File: src/rtl/cpu_pkg.sv
// Shared definitions for the data-memory arbiter.
//   owner_e            : read-data owner tag (none / CPU / host)
//   STARVE_MAX_DEFAULT : default number of consecutive contended CPU wins
//                        before the host is forced in
//   STARVE_W           : width of the starvation counter
package cpu_pkg;

  typedef enum logic [1:0] {
    OWN_NONE = 2'd0,
    OWN_CPU  = 2'd1,
    OWN_EXT  = 2'd2
  } owner_e;

  localparam int STARVE_MAX_DEFAULT = 4;
  localparam int STARVE_W           = 4;

endpackage

File: src/rtl/reg_arstn_en.sv
// Generic register with asynchronous active-low reset and load enable.
//   clk    : clock
//   arst_n : asynchronous reset, active low, loads RST_VAL
//   en     : load enable
//   d      : next value
//   q      : registered value
module reg_arstn_en #(
  parameter int           W       = 1,
  parameter logic [W-1:0] RST_VAL = '0
) (
  input  logic         clk,
  input  logic         arst_n,
  input  logic         en,
  input  logic [W-1:0] d,
  output logic [W-1:0] q
);

  always_ff @(posedge clk or negedge arst_n) begin
    if (!arst_n) begin
      q <= RST_VAL;
    end else if (en) begin
      q <= d;
    end
  end

endmodule

File: src/rtl/dmem_arbiter.sv
// Single-port data-memory arbiter between the CPU MEM stage, the external
// host port and the data SRAM.
//   clk, arst_n                          : clock, async active-low reset
//   cpu_req/wen/addr/wdata               : CPU access request and payload
//   cpu_stall                            : CPU request pending, not granted
//   cpu_rdata/cpu_rvalid                 : CPU read response (1 cycle after grant)
//   ext_req/wen/addr/wdata               : host access request and payload
//   ext_gnt                              : host request accepted this cycle
//   ext_rdata/ext_rvalid                 : host read response
//   mem_addr/wen/ren/wdata, mem_rdata    : SRAM port (1-cycle read latency)
// The CPU normally wins contention; after STARVE_MAX consecutive contended
// CPU wins the host is forced in, bounding host wait to STARVE_MAX+1 cycles.
module dmem_arbiter
  import cpu_pkg::*;
#(
  parameter int ADDR_W     = 10,
  parameter int DATA_W     = 32,
  parameter int STARVE_MAX = STARVE_MAX_DEFAULT
) (
  input  logic              clk,
  input  logic              arst_n,
  input  logic              cpu_req,
  input  logic              cpu_wen,
  input  logic [ADDR_W-1:0] cpu_addr,
  input  logic [DATA_W-1:0] cpu_wdata,
  output logic              cpu_stall,
  output logic [DATA_W-1:0] cpu_rdata,
  output logic              cpu_rvalid,
  input  logic              ext_req,
  input  logic              ext_wen,
  input  logic [ADDR_W-1:0] ext_addr,
  input  logic [DATA_W-1:0] ext_wdata,
  output logic              ext_gnt,
  output logic [DATA_W-1:0] ext_rdata,
  output logic              ext_rvalid,
  output logic [ADDR_W-1:0] mem_addr,
  output logic              mem_wen,
  output logic              mem_ren,
  output logic [DATA_W-1:0] mem_wdata,
  input  logic [DATA_W-1:0] mem_rdata
);

  localparam logic [STARVE_W-1:0] STARVE_LIM = STARVE_W'(STARVE_MAX);

  logic [STARVE_W-1:0] starve_cnt;
  logic [STARVE_W-1:0] starve_next;
  logic [1:0]          rd_owner_q;
  owner_e              rd_owner;
  owner_e              rd_owner_next;
  logic                host_forced;
  logic                cpu_granted;
  logic                ext_granted;

  // Grant decision.
  always_comb begin
    host_forced = ext_req && (starve_cnt == STARVE_LIM);
    cpu_granted = cpu_req && !host_forced;
    ext_granted = ext_req && !cpu_granted;
  end

  assign cpu_stall = cpu_req && !cpu_granted;
  assign ext_gnt   = ext_granted;

  // SRAM drive from the winner's payload; idle bus is all zero.
  always_comb begin
    mem_addr  = '0;
    mem_wdata = '0;
    mem_wen   = 1'b0;
    mem_ren   = 1'b0;
    if (cpu_granted) begin
      mem_addr  = cpu_addr;
      mem_wdata = cpu_wdata;
      mem_wen   = cpu_wen;
      mem_ren   = !cpu_wen;
    end else if (ext_granted) begin
      mem_addr  = ext_addr;
      mem_wdata = ext_wdata;
      mem_wen   = ext_wen;
      mem_ren   = !ext_wen;
    end
  end

  // Counts contended CPU wins only; any cycle the host is not waiting, or is
  // served, restarts the count. The saturation guard is defensive: at the
  // limit the host is forced, so the CPU cannot win a contended cycle there.
  always_comb begin
    starve_next = '0;
    if (ext_req && cpu_granted) begin
      starve_next = (starve_cnt == STARVE_LIM) ? starve_cnt
                                               : starve_cnt + STARVE_W'(1);
    end
  end

  // Tag of the read issued this cycle, consumed next cycle to steer mem_rdata.
  always_comb begin
    rd_owner_next = OWN_NONE;
    if (cpu_granted && !cpu_wen) begin
      rd_owner_next = OWN_CPU;
    end else if (ext_granted && !ext_wen) begin
      rd_owner_next = OWN_EXT;
    end
  end

  reg_arstn_en #(
    .W       (STARVE_W),
    .RST_VAL ('0)
  ) u_starve_cnt (
    .clk    (clk),
    .arst_n (arst_n),
    .en     (1'b1),
    .d      (starve_next),
    .q      (starve_cnt)
  );

  reg_arstn_en #(
    .W       (2),
    .RST_VAL (OWN_NONE)
  ) u_rd_owner (
    .clk    (clk),
    .arst_n (arst_n),
    .en     (1'b1),
    .d      (rd_owner_next),
    .q      (rd_owner_q)
  );

  assign rd_owner = owner_e'(rd_owner_q);

  assign cpu_rvalid = (rd_owner == OWN_CPU);
  assign ext_rvalid = (rd_owner == OWN_EXT);
  assign cpu_rdata  = cpu_rvalid ? mem_rdata : '0;
  assign ext_rdata  = ext_rvalid ? mem_rdata : '0;

endmodule

File: config.mk
export PLATFORM = sky130hd
export DESIGN_NAME = dmem_arbiter
export DESIGN_NICKNAME = d
export VERILOG_FILES = /design/src/rtl/cpu_pkg.sv /design/src/rtl/reg_arstn_en.sv /design/src/rtl/dmem_arbiter.sv
export SDC_FILE = /design/constraint.sdc
export NUM_CORES = 1
export LEC_CHECK = 0
export BUFFER_PORTS_ARGS = -buffer_cell sky130_fd_sc_hd__buf_4
export CORE_AREA = 5 5 88 90
export DETAILED_ROUTE_END_ITERATION = 10
export DIE_AREA = 0 0 93 95
export RECOVER_POWER = 100
export SLEW_MARGIN = 20
export SYNTH_ARGS = -nofsm -noshare
export SYNTH_HDL_FRONTEND = slang
export SYNTH_SLANG_ARGS = --single-unit
File: constraint.sdc
create_clock -name clk -period 3.3 [get_ports clk]
set_input_delay 0.33 -clock clk [delete_from_list [all_inputs] [get_ports clk]]
set_output_delay 0.33 -clock clk [all_outputs]
set_load 0.1 [all_outputs]
==> results.txt <==
status: finished clean
Clock Tree Root: clkbuf_8
post-CTS setup buffers: 0
Sink Count: 6
gr usage total: 16.9%
Placed Area: 3190 µm²
Post-route DRC: 0
worst slew pin tran: 1.23 ns
hold wc startpoint: cpu_wen
Die Y: 95 µm
Synth Register Bits: 6
Core ar.: 6980 µm²
routed wire length: 8.08 mm
number of global-route vias before repair: 2452
antenna-violating nets left: 0
Cells after Synth: 249
EDFF count, synth: 0
Max Used Layer: met4
post-CTS sizing: 0
Seq/Total Area, Yosys: 10.5%
GR Overflow Total: 0
LEAKAGE: 0.00166 µW
Final Instance Area: 2940 µm²
worst vdd ir: 0.136 mV
final-report setup violation count: 0
Layout fillers: 823
Worst path max stage delay: 0.80 ns
Worst Hold Depth: 2
Hold EP: u_rd_owner.q[0]
synth unique cells: 21
Final #Nets: 592
average cell area after synthesis: 5.74 µm²
Cell Area, Synth: 1430 µm²
clock transition at the registers of the reported paths: 0.04 ns
wire length on met2: 4.45 mm
die area: 8840 µm²
r2r setup slk: 1.44 ns
number of DRC markers in iteration 0: 79
initial antenna violation count: 0
WL met1: 2.63 mm
Worst Path Max Fanout: 30
Detail Placement HPWL: 6.85 mm
relative slew slack: 18.4%
Critical Path Sink Type: output pin
Starting Density: 20.5%
Slowest-stage cell, CP: and2_1
placed instance count: 544
largest net degree at the start of global routing: 48
Layout Utilization: 42.1%
I/O pins: 234
DR WL/cell: 14.7 µm
layout cells sized above 1: 48.5%
PwrDens: 335 nW/µm²
worst skew pair latency: 0.22 ns
routability congestion estimate from global placement: 0.786
r2r worst-path depth: 5
largest area contributor in the netlist: and2_1
non-filler instance count after layout: 548
Synth top area share: 28.9%
post-synthesis net count: 373
RSZ-0062 raised after global routing: false
Critical Path Start: u_starve_cnt.q[0]
clk_skew: 0.00245 ns
Die W: 93 µm
fin. max-slew vios: 0
Critical R2R Capture: u_starve_cnt.q[1]
synth-to-layout area growth: 106%
# rows: 31
top cells by area, synth: and2_1 29%, nand3_1 16%, o21ai_1 14%
CP arrival: 2.60 ns
TritonCTS clock tree: built
routed vias: 2489
drt first pass iters: 4
port bufs: 233
CP cell instances: inv_1 > ha_1 > nand4b_1 > and2_1 > buf_4 > o21ai_1 > clkbuf_2
n_diodes: 0
drt via density: 4.54
max-cap check violation count: 0
first-pass GRT wire length: 11.9 mm
CP Data Required Time: 2.97 ns
ys async rst share: 100%
Fin. Hold Viols: 0
Fmax achieved: 342 MHz
CP Class: register to output pin
Post-synth top flop: dfrtp_1
met3 wire length: 958 µm
CTS Hold Bufs: 1
CTS buffer count: 3
fin crit share: 88.7%
Hold Path Class: input port to register
H-tree depth: 1
CP Launch Type: register
Synth warnings: 0
Final min period: 2.93 ns
RR Startpoint: u_starve_cnt.q[0]
Max Root-Sink Buffers: 2
[worst max-delay path, delay by kind of cell (launching register included)]
kind,cells,cell delay (ns)
simple gates,2,0.91
buf+inv,3,0.78
flops,1,0.38
fa+ha+maj,1,0.19
compound gates,1,0.10
[registers in the layout, summed over array words and instances (netlist names)]
name            cells
u_rd_owner.q        2
u_starve_cnt.q      4
[through the flow]
step / setup TNS [ns] / setup WS [ns] / hold slack (ns) / power (µW)
2_1_floorplan: -0.544 / -0.136 / 0.0344 / 681
4_1_cts: 0 / 0.437 / 0.283 / 1040
3_5_place_dp: 0 / 0.685 / 0.147 / 921
5_1_grt: 0 / 0.130 / 0.287 / 1030
6_report: 0 / 0.372 / 0.287 / 984
3_3_place_gp: 0 / 0.734 / 0.141 / 919
[cell families after synthesis]
kind of cell / share of synthesized area (%)
AO/OA/AOI/OAI: 15.0
XOR/XNOR: 1.23
adder cells (fa/ha/maj): 1.75
buffers and inverters: 10.7
flip-flops: 10.5
multiplexers: 0.700
AND/OR/NAND/NOR: 60.1
[power breakdown]
group	leakage [µW]	total (µW)	internal, µW	switching, µW
Sequential	0.0000811	77.8	76.2	1.55
Combinational	0.00156	794	173	621
Clock	0.0000216	112	78.6	33.9
Total	0.00166	984	327	657
[placed cells by master, fill, tap and decap left out]
| cell type | synthesis | routed |
|---|---|---|
| nor2_1 | 6 | 6 |
| buf_4 | 1 | 128 |
| clkbuf_8 | 0 | 3 |
| nand2b_1 | 1 | 1 |
| clkbuf_1 | 12 | 16 |
| xnor2_1 | 1 | 1 |
| nand2_1 | 44 | 44 |
| o21ai_0 | 4 | 5 |
| o21ai_1 | 39 | 38 |
| dlygate4sd3_1 | 0 | 1 |
| nand3_1 | 45 | 45 |
| and3_1 | 1 | 1 |
| xor2_1 | 1 | 1 |
| inv_1 | 3 | 3 |
| and2_1 | 66 | 66 |
| ha_1 | 2 | 2 |
| mux2i_1 | 1 | 1 |
| nor2b_1 | 2 | 2 |
| dfrtp_1 | 6 | 6 |
| buf_2 | 8 | 1 |
| clkbuf_2 | 0 | 94 |
| nand4b_1 | 1 | 1 |
[synthesized netlist by cell type (3+ instances only)]
cell / number
nand2_1: 44
buf_2: 8
o21ai_0: 4
o21ai_1: 39
dfrtp_1: 6
inv_1: 3
clkbuf_1: 12
nand3_1: 45
buf_6: 4
and2_1: 66
nor2_1: 6
[final cells by class]
cell class                      count  area [µm²]  area share [%]
Sequential cell                     6         150            5.11
Timing Repair Buffer              240        1510            51.3
Inverter                            3        11.3           0.383
Multi-Input combinational cell    214        1130            38.4
Tap cell                           82         103            3.49
Clock buffer                        3        41.3            1.40
[per-layer routing]
layer,vias to the layer above,global-route usage [%]
met4,0,2.93
met3,2,6.37
met1,1103,15.7
met2,139,35.0
met5,-,0
li1,1245,-
[worst max-delay path by stage]
stage	to	cells past startpoint	slack, ns
after global placement	mem_wen	7	0.73
after global routing	mem_addr[0]	7	0.13
after floorplan	mem_addr[7]	6	-0.14
after detailed placement	mem_wen	7	0.68
after CTS	mem_wen	7	0.44
final	mem_wdata[29]	7	0.37
Power figures use the tool's default switching activity.
